<file path="src/rtl/lsu_pkg.sv">
// Shared definitions for the load/store unit: access-select encodings,
// FSM state type and the access-size helper.
package lsu_pkg;

    localparam logic [2:0] SEL_LB  = 3'b000;
    localparam logic [2:0] SEL_LH  = 3'b001;
    localparam logic [2:0] SEL_LW  = 3'b010;
    localparam logic [2:0] SEL_LD  = 3'b011;
    localparam logic [2:0] SEL_LBU = 3'b100;
    localparam logic [2:0] SEL_LHU = 3'b101;
    localparam logic [2:0] SEL_LWU = 3'b110;
    localparam logic [2:0] SEL_SB  = 3'b000;
    localparam logic [2:0] SEL_SH  = 3'b001;
    localparam logic [2:0] SEL_SW  = 3'b010;
    localparam logic [2:0] SEL_SD  = 3'b011;

    typedef enum logic [1:0] {
        ST_IDLE,
        ST_REQ,
        ST_WAIT,
        ST_DONE
    } lsu_state_e;

    // Access size in bytes: 1, 2, 4 or 8.
    function automatic logic [3:0] lsu_size(input logic [2:0] sel);
        return 4'b0001 << sel[1:0];
    endfunction

endpackage

</file>
<file path="src/rtl/lsu_align.sv">
// Byte-lane positioning for stores (mask, data across a two-word window)
// and lane extraction plus sign/zero extension for loads. Purely combinational.
module lsu_align
    import lsu_pkg::*;
#(
    parameter int DATA_W = 64,
    parameter int NB     = DATA_W / 8,
    parameter int OFF_W  = $clog2(NB)
) (
    input  logic [OFF_W-1:0]  off,
    input  logic [2:0]        sel,
    input  logic [DATA_W-1:0] wdata,
    input  logic [DATA_W-1:0] rdata_lo,
    input  logic [DATA_W-1:0] rdata_hi,
    output logic [NB-1:0]     mask0,
    output logic [NB-1:0]     mask1,
    output logic [DATA_W-1:0] wdata0,
    output logic [DATA_W-1:0] wdata1,
    output logic [DATA_W-1:0] ld_data
);

    logic [3:0]          size;
    logic [NB-1:0]       lane_keep;
    logic [2*NB-1:0]     mask_win;
    logic [2*DATA_W-1:0] wdata_win;
    logic [2*DATA_W-1:0] rdata_win;
    logic [DATA_W-1:0]   keep;
    logic [DATA_W-1:0]   raw;
    logic                sbit;

    always_comb begin
        size      = lsu_size(sel);
        lane_keep = ~({NB{1'b1}} << size);
        mask_win  = {{NB{1'b0}}, lane_keep} << off;
        wdata_win = {{DATA_W{1'b0}}, wdata} << {off, 3'b000};
        rdata_win = {rdata_hi, rdata_lo} >> {off, 3'b000};
        keep      = ~({DATA_W{1'b1}} << {size, 3'b000});
        raw       = rdata_win[DATA_W-1:0] & keep;
        // keep ^ (keep >> 1) isolates the top kept bit, i.e. the sign bit
        sbit      = |(raw & (keep ^ (keep >> 1)));
        ld_data   = (sbit && !sel[2]) ? (raw | ~keep) : raw;
    end

    assign mask0  = mask_win[NB-1:0];
    assign mask1  = mask_win[2*NB-1:NB];
    assign wdata0 = wdata_win[DATA_W-1:0];
    assign wdata1 = wdata_win[2*DATA_W-1:DATA_W];

endmodule

</file>
<file path="src/rtl/lsu_split.sv">
// Memory-stage load/store unit with valid/ready memory port and writeback pulse.
// Define LSU_SPLIT_MISALIGN_EN to split word-crossing accesses into two beats.
//
// state   | meaning
// IDLE    | ready for a request
// REQ     | memory beat presented, waiting for mem_ready_i
// WAIT    | beat accepted, waiting for mem_rvalid_i
// DONE    | writeback pulse, back to IDLE next cycle
module lsu_split
    import lsu_pkg::*;
#(
    parameter int DATA_W  = 64,
    parameter int ADDR_W  = 64,
    parameter int RADDR_W = 5
) (
    input  logic                 clk,
    input  logic                 rst,
    input  logic                 req_valid_i,
    output logic                 req_ready_o,
    input  logic                 req_we_i,
    input  logic [2:0]           req_sel_i,
    input  logic [ADDR_W-1:0]    req_addr_i,
    input  logic [DATA_W-1:0]    req_wdata_i,
    input  logic [RADDR_W-1:0]   req_rd_addr_i,
    input  logic [ADDR_W-1:0]    req_pc_i,
    output logic                 mem_valid_o,
    input  logic                 mem_ready_i,
    output logic [ADDR_W-1:0]    mem_addr_o,
    output logic                 mem_we_o,
    output logic [DATA_W/8-1:0]  mem_wmask_o,
    output logic [DATA_W-1:0]    mem_wdata_o,
    input  logic                 mem_rvalid_i,
    input  logic [DATA_W-1:0]    mem_rdata_i,
    output logic                 wb_valid_o,
    output logic                 wb_rd_ena_o,
    output logic [RADDR_W-1:0]   wb_rd_addr_o,
    output logic [DATA_W-1:0]    wb_rd_data_o,
    output logic [ADDR_W-1:0]    wb_pc_o,
    output logic                 misalign_o,
    output logic                 stall_req_o
);

    localparam int NB    = DATA_W / 8;
    localparam int OFF_W = $clog2(NB);
`ifdef LSU_SPLIT_MISALIGN_EN
    localparam bit SPLIT_EN = 1'b1;
`else
    localparam bit SPLIT_EN = 1'b0;
`endif

    lsu_state_e state_q, state_n;

    logic                we_q, split_q, beat_q;
    logic [2:0]          sel_q;
    logic [OFF_W-1:0]    off_q;
    logic [ADDR_W-1:0]   base_q, pc_q;
    logic [DATA_W-1:0]   wdata_q, rdata0_q;
    logic [RADDR_W-1:0]  rd_q;

    logic [OFF_W-1:0]    req_off;
    logic [3:0]          req_size;
    logic [ADDR_W-1:0]   req_base;
    logic                req_cross, req_fault, capture, second_beat;

    logic                req_ready_n, mem_valid_n, mem_we_n, stall_n;
    logic                wb_valid_n, wb_rd_ena_n, misalign_n;
    logic [ADDR_W-1:0]   mem_addr_n, wb_pc_n;
    logic [NB-1:0]       mem_wmask_n, mask0, mask1;
    logic [DATA_W-1:0]   mem_wdata_n, wb_rd_data_n, wdata0, wdata1, ld_data;
    logic [RADDR_W-1:0]  wb_rd_addr_n;

    always_comb begin
        req_off   = req_addr_i[OFF_W-1:0];
        req_size  = lsu_size(req_sel_i);
        req_base  = {req_addr_i[ADDR_W-1:OFF_W], {OFF_W{1'b0}}};
        req_cross = (int'(req_off) + int'(req_size)) > NB;
        req_fault = (int'(req_size) > NB) || (req_cross && !SPLIT_EN);
    end

    assign capture     = (state_q == ST_IDLE) && req_valid_i;
    assign second_beat = (state_q == ST_WAIT) && mem_rvalid_i && split_q && !beat_q;

    // In IDLE the aligner sees the incoming request so beat 0 can be registered on accept.
    lsu_align #(.DATA_W(DATA_W)) u_align (
        .off      ((state_q == ST_IDLE) ? req_off : off_q),
        .sel      ((state_q == ST_IDLE) ? req_sel_i : sel_q),
        .wdata    ((state_q == ST_IDLE) ? req_wdata_i : wdata_q),
        .rdata_lo (beat_q ? rdata0_q : mem_rdata_i),
        .rdata_hi (mem_rdata_i),
        .mask0    (mask0),
        .mask1    (mask1),
        .wdata0   (wdata0),
        .wdata1   (wdata1),
        .ld_data  (ld_data)
    );

    always_comb begin
        state_n      = state_q;
        req_ready_n  = req_ready_o;
        mem_valid_n  = mem_valid_o;
        mem_addr_n   = mem_addr_o;
        mem_we_n     = mem_we_o;
        mem_wmask_n  = mem_wmask_o;
        mem_wdata_n  = mem_wdata_o;
        stall_n      = stall_req_o;
        wb_valid_n   = 1'b0;
        wb_rd_ena_n  = 1'b0;
        misalign_n   = 1'b0;
        wb_rd_addr_n = wb_rd_addr_o;
        wb_rd_data_n = wb_rd_data_o;
        wb_pc_n      = wb_pc_o;
        case (state_q)
            ST_IDLE: begin
                if (req_valid_i) begin
                    req_ready_n = 1'b0;
                    if (req_fault) begin
                        state_n      = ST_DONE;
                        wb_valid_n   = 1'b1;
                        misalign_n   = 1'b1;
                        wb_rd_data_n = '0;
                        wb_rd_addr_n = req_rd_addr_i;
                        wb_pc_n      = req_pc_i;
                    end else begin
                        state_n     = ST_REQ;
                        mem_valid_n = 1'b1;
                        mem_addr_n  = req_base;
                        mem_we_n    = req_we_i;
                        mem_wmask_n = mask0;
                        mem_wdata_n = wdata0;
                        stall_n     = 1'b1;
                    end
                end
            end
            ST_REQ: begin
                if (mem_ready_i) begin
                    state_n     = ST_WAIT;
                    mem_valid_n = 1'b0;
                end
            end
            ST_WAIT: begin
                if (second_beat) begin
                    state_n     = ST_REQ;
                    mem_valid_n = 1'b1;
                    mem_addr_n  = base_q + ADDR_W'(NB);
                    mem_wmask_n = mask1;
                    mem_wdata_n = wdata1;
                end else if (mem_rvalid_i) begin
                    state_n      = ST_DONE;
                    stall_n      = 1'b0;
                    wb_valid_n   = 1'b1;
                    wb_rd_ena_n  = !we_q;
                    wb_rd_addr_n = rd_q;
                    wb_pc_n      = pc_q;
                    wb_rd_data_n = we_q ? '0 : ld_data;
                end
            end
            ST_DONE: begin
                state_n     = ST_IDLE;
                req_ready_n = 1'b1;
            end
            default: state_n = ST_IDLE;
        endcase
    end

    always_ff @(posedge clk) begin
        if (rst) begin
            state_q      <= ST_IDLE;
            req_ready_o  <= 1'b1;
            mem_valid_o  <= 1'b0;
            mem_addr_o   <= '0;
            mem_we_o     <= 1'b0;
            mem_wmask_o  <= '0;
            mem_wdata_o  <= '0;
            stall_req_o  <= 1'b0;
            wb_valid_o   <= 1'b0;
            wb_rd_ena_o  <= 1'b0;
            misalign_o   <= 1'b0;
            wb_rd_addr_o <= '0;
            wb_rd_data_o <= '0;
            wb_pc_o      <= '0;
        end else begin
            state_q      <= state_n;
            req_ready_o  <= req_ready_n;
            mem_valid_o  <= mem_valid_n;
            mem_addr_o   <= mem_addr_n;
            mem_we_o     <= mem_we_n;
            mem_wmask_o  <= mem_wmask_n;
            mem_wdata_o  <= mem_wdata_n;
            stall_req_o  <= stall_n;
            wb_valid_o   <= wb_valid_n;
            wb_rd_ena_o  <= wb_rd_ena_n;
            misalign_o   <= misalign_n;
            wb_rd_addr_o <= wb_rd_addr_n;
            wb_rd_data_o <= wb_rd_data_n;
            wb_pc_o      <= wb_pc_n;
        end
    end

    always_ff @(posedge clk) begin
        if (rst) begin
            beat_q  <= 1'b0;
            split_q <= 1'b0;
        end else if (capture) begin
            beat_q  <= 1'b0;
            split_q <= req_cross;
        end else if (second_beat) begin
            beat_q  <= 1'b1;
        end
    end

    always_ff @(posedge clk) begin
        if (capture) begin
            we_q    <= req_we_i;
            sel_q   <= req_sel_i;
            off_q   <= req_off;
            base_q  <= req_base;
            wdata_q <= req_wdata_i;
            rd_q    <= req_rd_addr_i;
            pc_q    <= req_pc_i;
        end
        if (second_beat) rdata0_q <= mem_rdata_i;
    end

endmodule

</file>
<file path="config.mk">
export PLATFORM = sky130hd
export DESIGN_NAME = lsu_split
export DESIGN_NICKNAME = d
export VERILOG_FILES = /design/src/rtl/lsu_pkg.sv /design/src/rtl/lsu_align.sv /design/src/rtl/lsu_split.sv
export SDC_FILE = /design/constraint.sdc
export NUM_CORES = 1
export LEC_CHECK = 0
export ABC_AREA = 1
export BUFFER_PORTS_ARGS = -buffer_cell sky130_fd_sc_hd__buf_4
export CORE_MARGIN = 2
export CORE_UTILIZATION = 56
export DETAILED_ROUTE_END_ITERATION = 6
export PLACE_DENSITY = 0.8
export SLEW_MARGIN = 20
export SYNTH_ARGS = -nofsm -noshare
export SYNTH_HDL_FRONTEND = slang
export SYNTH_SLANG_ARGS = --single-unit
</file>
<file path="constraint.sdc">
create_clock -name clk -period 17.2 [get_ports clk]
set_clock_uncertainty 0.1 [all_clocks]
set_input_delay 2.58 -clock clk [delete_from_list [all_inputs] [get_ports clk]]
set_output_delay 2.58 -clock clk [all_outputs]
set_load 0.02 [all_outputs]
</file>
== Yosys cells after proc, flatten, opt, wreduce, memory -nomap -nowiden ==
Index checks and enable logic that the tools add are counted.

* Bitwise operators: 11
* $lt $le $gt $ge: 2
* Add/subtract/negate cells: 2
* Mux-type cells: 54
* Shift-type cells: 7
* Equal/unequal tests: 11
* Reductions and logical operators: 24

{| class="wikitable"
|+ Operators by type and width
! kind !! number
|-
| $mux 64 || 18
|-
| $pmux 64 s2 || 4
|-
| $and 64x64->64 || 2
|-
| $not 64->64 || 2
|-
| $shl 64x6->128 || 1
|-
| $shr 128x6->64 || 1
|-
| $add 64x4->64 const B || 1
|-
| $or 64x64->64 || 1
|-
| $reduce_or 64->1 || 1
|-
| $shl 64x7->64 const A || 1
|-
| $xor 64x63->64 || 1
|-
| $mux 8 || 3
|-
| $mux 5 || 4
|-
| $pmux 8 s2 || 1
|-
| $shl 8x3->16 || 1
|-
| $reduce_and 5->1 || 3
|-
| $ne 2x2->1 const B || 7
|-
| $mux 1 || 11
|-
| $mux 2 || 5
|-
| $pmux 5 s2 || 1
|-
| $not 8->8 || 1
|-
| $pmux 2 s4 || 1
|-
| $shl 1x2->4 const A || 2
|-
| $shl 8x4->8 const A || 1
|-
| other kinds (21) || 37
|}

* Input port bits: 270
* Word-level logic and storage cells: 135
* Bits in registers: 545
* Output and inout bits: 276

== Longest topological paths before layout ==
* Depth in word-level cells: 14
* Depth in mapped cells: 17
* Gate-level depth less buffers: 15

== By module ==
From an unflattened synthesis, not the netlist that was laid out.

* Cell total of the unflattened synthesis: 4,362
* Area, all modules: 30,015.0 sq um

{| class="wikitable"
|+ Modules (own cells, without submodules)
! module !! times used !! cells each !! area each (sq um) !! seq. area each (sq um)
|-
| lsu_split || 1 || 3,133 || 24,367.1 || 13,503.0
|-
| lsu_align || 1 || 1,229 || 5,647.9 || 0.0
|}

== Least setup slack after synthesis ==
Ideal clock, no wire load.

* Path kind: input to register
* From: in req_valid_i
* To: reg wb_pc_o[0]
* Stages on the path: 8
* Slack: 4.166 ns
* Arrival time: 12.860 ns
* Data required time: 17.026 ns
* Setup time: 0.074 ns
* Path buffers: 2
* Cells stage by stage: inv_1 nor2_1 nand2_1 nand2_1 buf_2 clkbuf_1 o21ai_0 a31oi_1

* Cells in the longest elaborated chain, start to end: 2

{| class="wikitable"
|+ RTL lines
! item !! RTL line !! text
|-
| from (decl) || lsu_split.sv:18 || <nowiki>input logic req_valid_i,</nowiki>
|-
| $ne 2x2->1 (no line) || n/a ||
|-
| $reduce_and 5->1 (no line) || n/a ||
|-
| to (signal assigned) || lsu_split.sv:195 || <nowiki>wb_pc_o <= wb_pc_n;</nowiki>
|-
| to (decl) || lsu_split.sv:38 || <nowiki>output logic [ADDR_W-1:0] wb_pc_o,</nowiki>
|}

No other way between the ends.
A chain may end at the register's enable or synchronous reset.

== Worst setup path in the final report ==
* From: in req_sel_i[0]
* To: reg mem_wdata_o[1]

* Cells in the longest elaborated chain, start to end: 6
* Elaborated cells on any way between the ends: 7
* Classes of those cells: 1 x add/sub; 2 x order compare; 1 x eq/ne; 1 x shift; 2 x reduce/logical

{| class="wikitable"
|+ RTL lines
! item !! RTL line !! text
|-
| from (decl) || lsu_split.sv:21 || <nowiki>input logic [2:0] req_sel_i,</nowiki>
|-
| $shl 1x2->4 * || lsu_pkg.sv:26 || <nowiki>return 4'b0001 << sel[1:0];</nowiki>
|-
| $add 3x4->5 || lsu_split.sv:76 || <nowiki>req_cross = (int'(req_off) + int'(req_size)) > NB;</nowiki>
|-
| $gt 5x4->1 || lsu_split.sv:76 ||
|-
| $logic_or 1x1->1 * || lsu_split.sv:77 || <nowiki>req_fault = (int'(req_size) > NB) || (req_cross && !SPLIT_EN);</nowiki>
|-
| $ne 2x2->1 (no line) * || n/a ||
|-
| $reduce_and 4->1 (no line) * || n/a ||
|-
| to (signal assigned) || lsu_split.sv:188 || <nowiki>mem_wdata_o <= mem_wdata_n;</nowiki>
|-
| to (decl) || lsu_split.sv:31 || <nowiki>output logic [DATA_W-1:0] mem_wdata_o,</nowiki>
|}

Mark *: on every way between the ends. The rest lies on a longest branch, timed or not.

==> flow_metrics.tcl <==
set metrics [dict create \
    clock_path_buffers 3 \
    holdCritStartpoint "mem_addr_o[60]" \
    core_area_um2 49150 \
    yosysWarningCount 0 \
    place_congestion 1.024 \
    synth_cell_type_count 52 \
    fin_crit_sh_pct 33.12 \
    crit_start "req_sel_i[0]" \
    ioPinCount 546 \
    cts_root_buf "clkbuf_16" \
    routed-via-count 28390 \
    final_net_count 4376 \
    wire_per_inst_um 21.47 \
    worstPathRequired_ns 17.64 \
    fmax_ghz 0.1755 \
    fin_util_pct 69.30 \
    cts_made_buffers 56 \
    path_cells "buf_4, nor2_1, ha_1, inv_1, fa_1, xor2_1, nand3b_1, nand2_1, nand2_1, inv_1, nand3_1, nand2_4, buf_4, o211ai_1, nand3_1, inv_1" \
    first_pass_iters 7 \
    fin_area_um2 34060 \
    overflow 0 \
    slew_headroom_pct 23.65 \
    cp_top_family "simple AND/OR/NAND/NOR gates" \
    fin_cells 4819 \
    fillCellCount 4141 \
    hold_class "flip-flop to flip-flop" \
    rsz0062_at_grt "no" \
    first_global_vias 25550 \
    antenna_found_initial 6 \
    die_area_um2 51850 \
    viasPerCell 5.892 \
    synthCells 3720 \
    grt_max_degree 133 \
    cts_sinks 542 \
    path_buf_inv 5 \
    synth.top_cell.area_share_pct 28.40 \
    cts_tree "yes" \
    synth-async-reset-ratio_pct 0 \
    highest_layer "met5" \
    grt_pass1_wl_mm 154.9 \
    ir_drop_uv 102.0 \
    synthToLayoutAreaGrowth_pct 21.56 \
    cts_resized 0 \
    port_buffers 542 \
    fp.dieH_um 227.7 \
    worstReg2RegStart "state_q[1]" \
    synth_area_um2 28020 \
    dpl.hpwl_mm 74.22 \
    finalMaxSlewViolations 0 \
    die_x_um 227.7 \
    ant_nets 0 \
    finalSetupTns_ns 0 \
    outcome "completed" \
    leakage_uw 0.01476 \
    synth_top_flop_cell "dfxtp_1" \
    clk_pin_slew_ns 0.06 \
    drcViolationCount 0 \
    clk-insertion-delay-late_ns 0.66 \
    drt_iter0_drc 3793 \
    start_util_pct 57.01 \
    criticalPathCategory "primary input to flip-flop" \
    cpMaxStageDelayCell "buf_4" \
    cp-start-kind "primary input" \
    synth_largest_area_cell "edfxtp_1" \
    placed_area_um2 32080 \
    fp-row-count 81 \
    setup_violations 0 \
    yosys-top-cells-area "edfxtp_1 (28%), dfxtp_1 (20%), nand2_1 (16%), o21ai_0 (8.6%), inv_1 (3.7%)" \
    drive_above_1_share_pct 17.28 \
    worstPathMaxFanout 120 \
    post_cts_buffers 0 \
    ys_ff_latch 542 \
    cp_common_cell "inv_1" \
    powerDensity_nw_per_um2 138.7 \
    cts_max_level 2 \
    yosysSeqAreaShare_pct 48.19 \
    worst_pin_slew_ns 1.145 \
    synth_edf_count 265 \
    drv_cap 0 \
    grt_usage_pct 38.34 \
    wl_met3_mm 12.78 \
    cp_data_arrival_time_ns 6.14 \
    syn_avg_cell_area_um2 7.533 \
    fin_crit_ns 5.697 \
    crit_path_end_kind "flip-flop" \
    cp_slowest_stage_delay_ns 0.90 \
    wl_met2_mm 43.87 \
    dp_cells 4707 \
    wirelength_mm 103.5 \
    hold_violations 0 \
    drt-met1-wl_mm 40.84 \
    cts-hold-fix-buffers 0 \
]
==> per-stage QoR <==
step	total power (uW)	hold WS (ns)	worst slack, ns
floorplan	2814	0.3432	4.166
global placement	3398	0.3422	11.07
detailed placement	3408	0.3559	10.99
CTS	4671	0.3657	11.59
global route	4930	0.3816	11.15
finish	4726	0.3650	11.50
==> state kept, by name, summed over array words and instances, names as in the netlist, 2 cells and up <==
name and flops:
sel_q 3, wdata_q 64, wb_pc_o 64, wb_rd_addr_o 5
wb_rd_data_o 64, rd_q 5, pc_q 64, off_q 3
mem_wdata_o 64, mem_wmask_o 8, base_q 61, mem_addr_o 61
state_q 2, rdata0_q 64
==> Yosys cell counts (all sizes together), types with 28 or more instances <==
master / count
a21oi: 208
a31oi: 73
o22ai: 28
o211ai: 69
edfxtp: 265
dfxtp: 277
nand3: 115
nand2: 1175
clkbuf: 139
buf: 114
nor3: 40
nor2: 248
inv: 286
o21ai: 518
==> where the power goes <==
group          internal, uW  leakage, uW  switching (uW)  total [uW]
sequential             1540      0.00475            90.5        1630
combinational           518      0.00905            1310        1830
clock                   731     0.000955             538        1270
==> cells in the final DEF, fill, tap and decap left out, types with 8 or more instances in the layout <==
master     count
a22oi_1       20
o21ai_0      481
o221ai_1      15
nand2_1     1163
edfxtp_1     265
inv_1        275
buf_4        573
nand3_1      114
clkbuf_16     61
o21ai_1       31
clkbuf_1      16
a21oi_1      208
o211ai_1      69
nand4_1       23
nor2_1       240
dfxtp_1      276
clkbuf_8      11
xor2_1        19
inv_2          9
o2111ai_1     15
a31oi_1       73
mux2i_1        9
o22ai_1       28
nor3_1        40
clkinv_2       8
or2_2         15
==> final timing paths <==
check                                       end  slack [ns]  depth (start not counted)
worst min-delay path             mem_addr_o[60]        0.36                          2
worst min register to register   mem_addr_o[60]        0.36                          2
worst max register to register  mem_wdata_o[53]       12.54                         12
worst max-delay path             mem_wdata_o[1]       11.50                         16
==> layer usage <==
metal	vias up	GRT usage, %
li1	13270	-
met1	13060	52.66
met2	1795	56.07
met3	267	10.00
met4	2	19.16
met5	-	0
==> worst min-delay path, stage by stage, from the launching register on <==
cell     delay (ns)
dfxtp_1        0.31
nand2_1        0.06
a21oi_1        0.05
==> cell type report <==
type / count / area [um2] / share of cell area [%]
Tap cell: 664 / 830.8 / 2.439
Timing Repair Buffer: 574 / 4313 / 12.66
Inverter: 286 / 1079 / 3.166
Antenna cell: 6 / 15.01 / 0.04408
Clock buffer: 88 / 1738 / 5.102
Sequential cell: 542 / 13500 / 39.64
Multi-Input combinational cell: 2641 / 12360 / 36.29
Clock inverter: 18 / 222.7 / 0.6538
==> cell families (layout without fill, tap and decap cells) <==
group	after synthesis	count (layout)	synth area share, %
compound gates	967	967	19.24
fa+ha+maj	5	5	0.2500
mux	9	9	0.3215
simple gates	1634	1634	23.30
xor+xnor	23	23	0.7188
flops	542	542	48.19
buf+inv	539	966	7.965
other cells	1	9	0.01338
(Power assumes the default switching activity.)
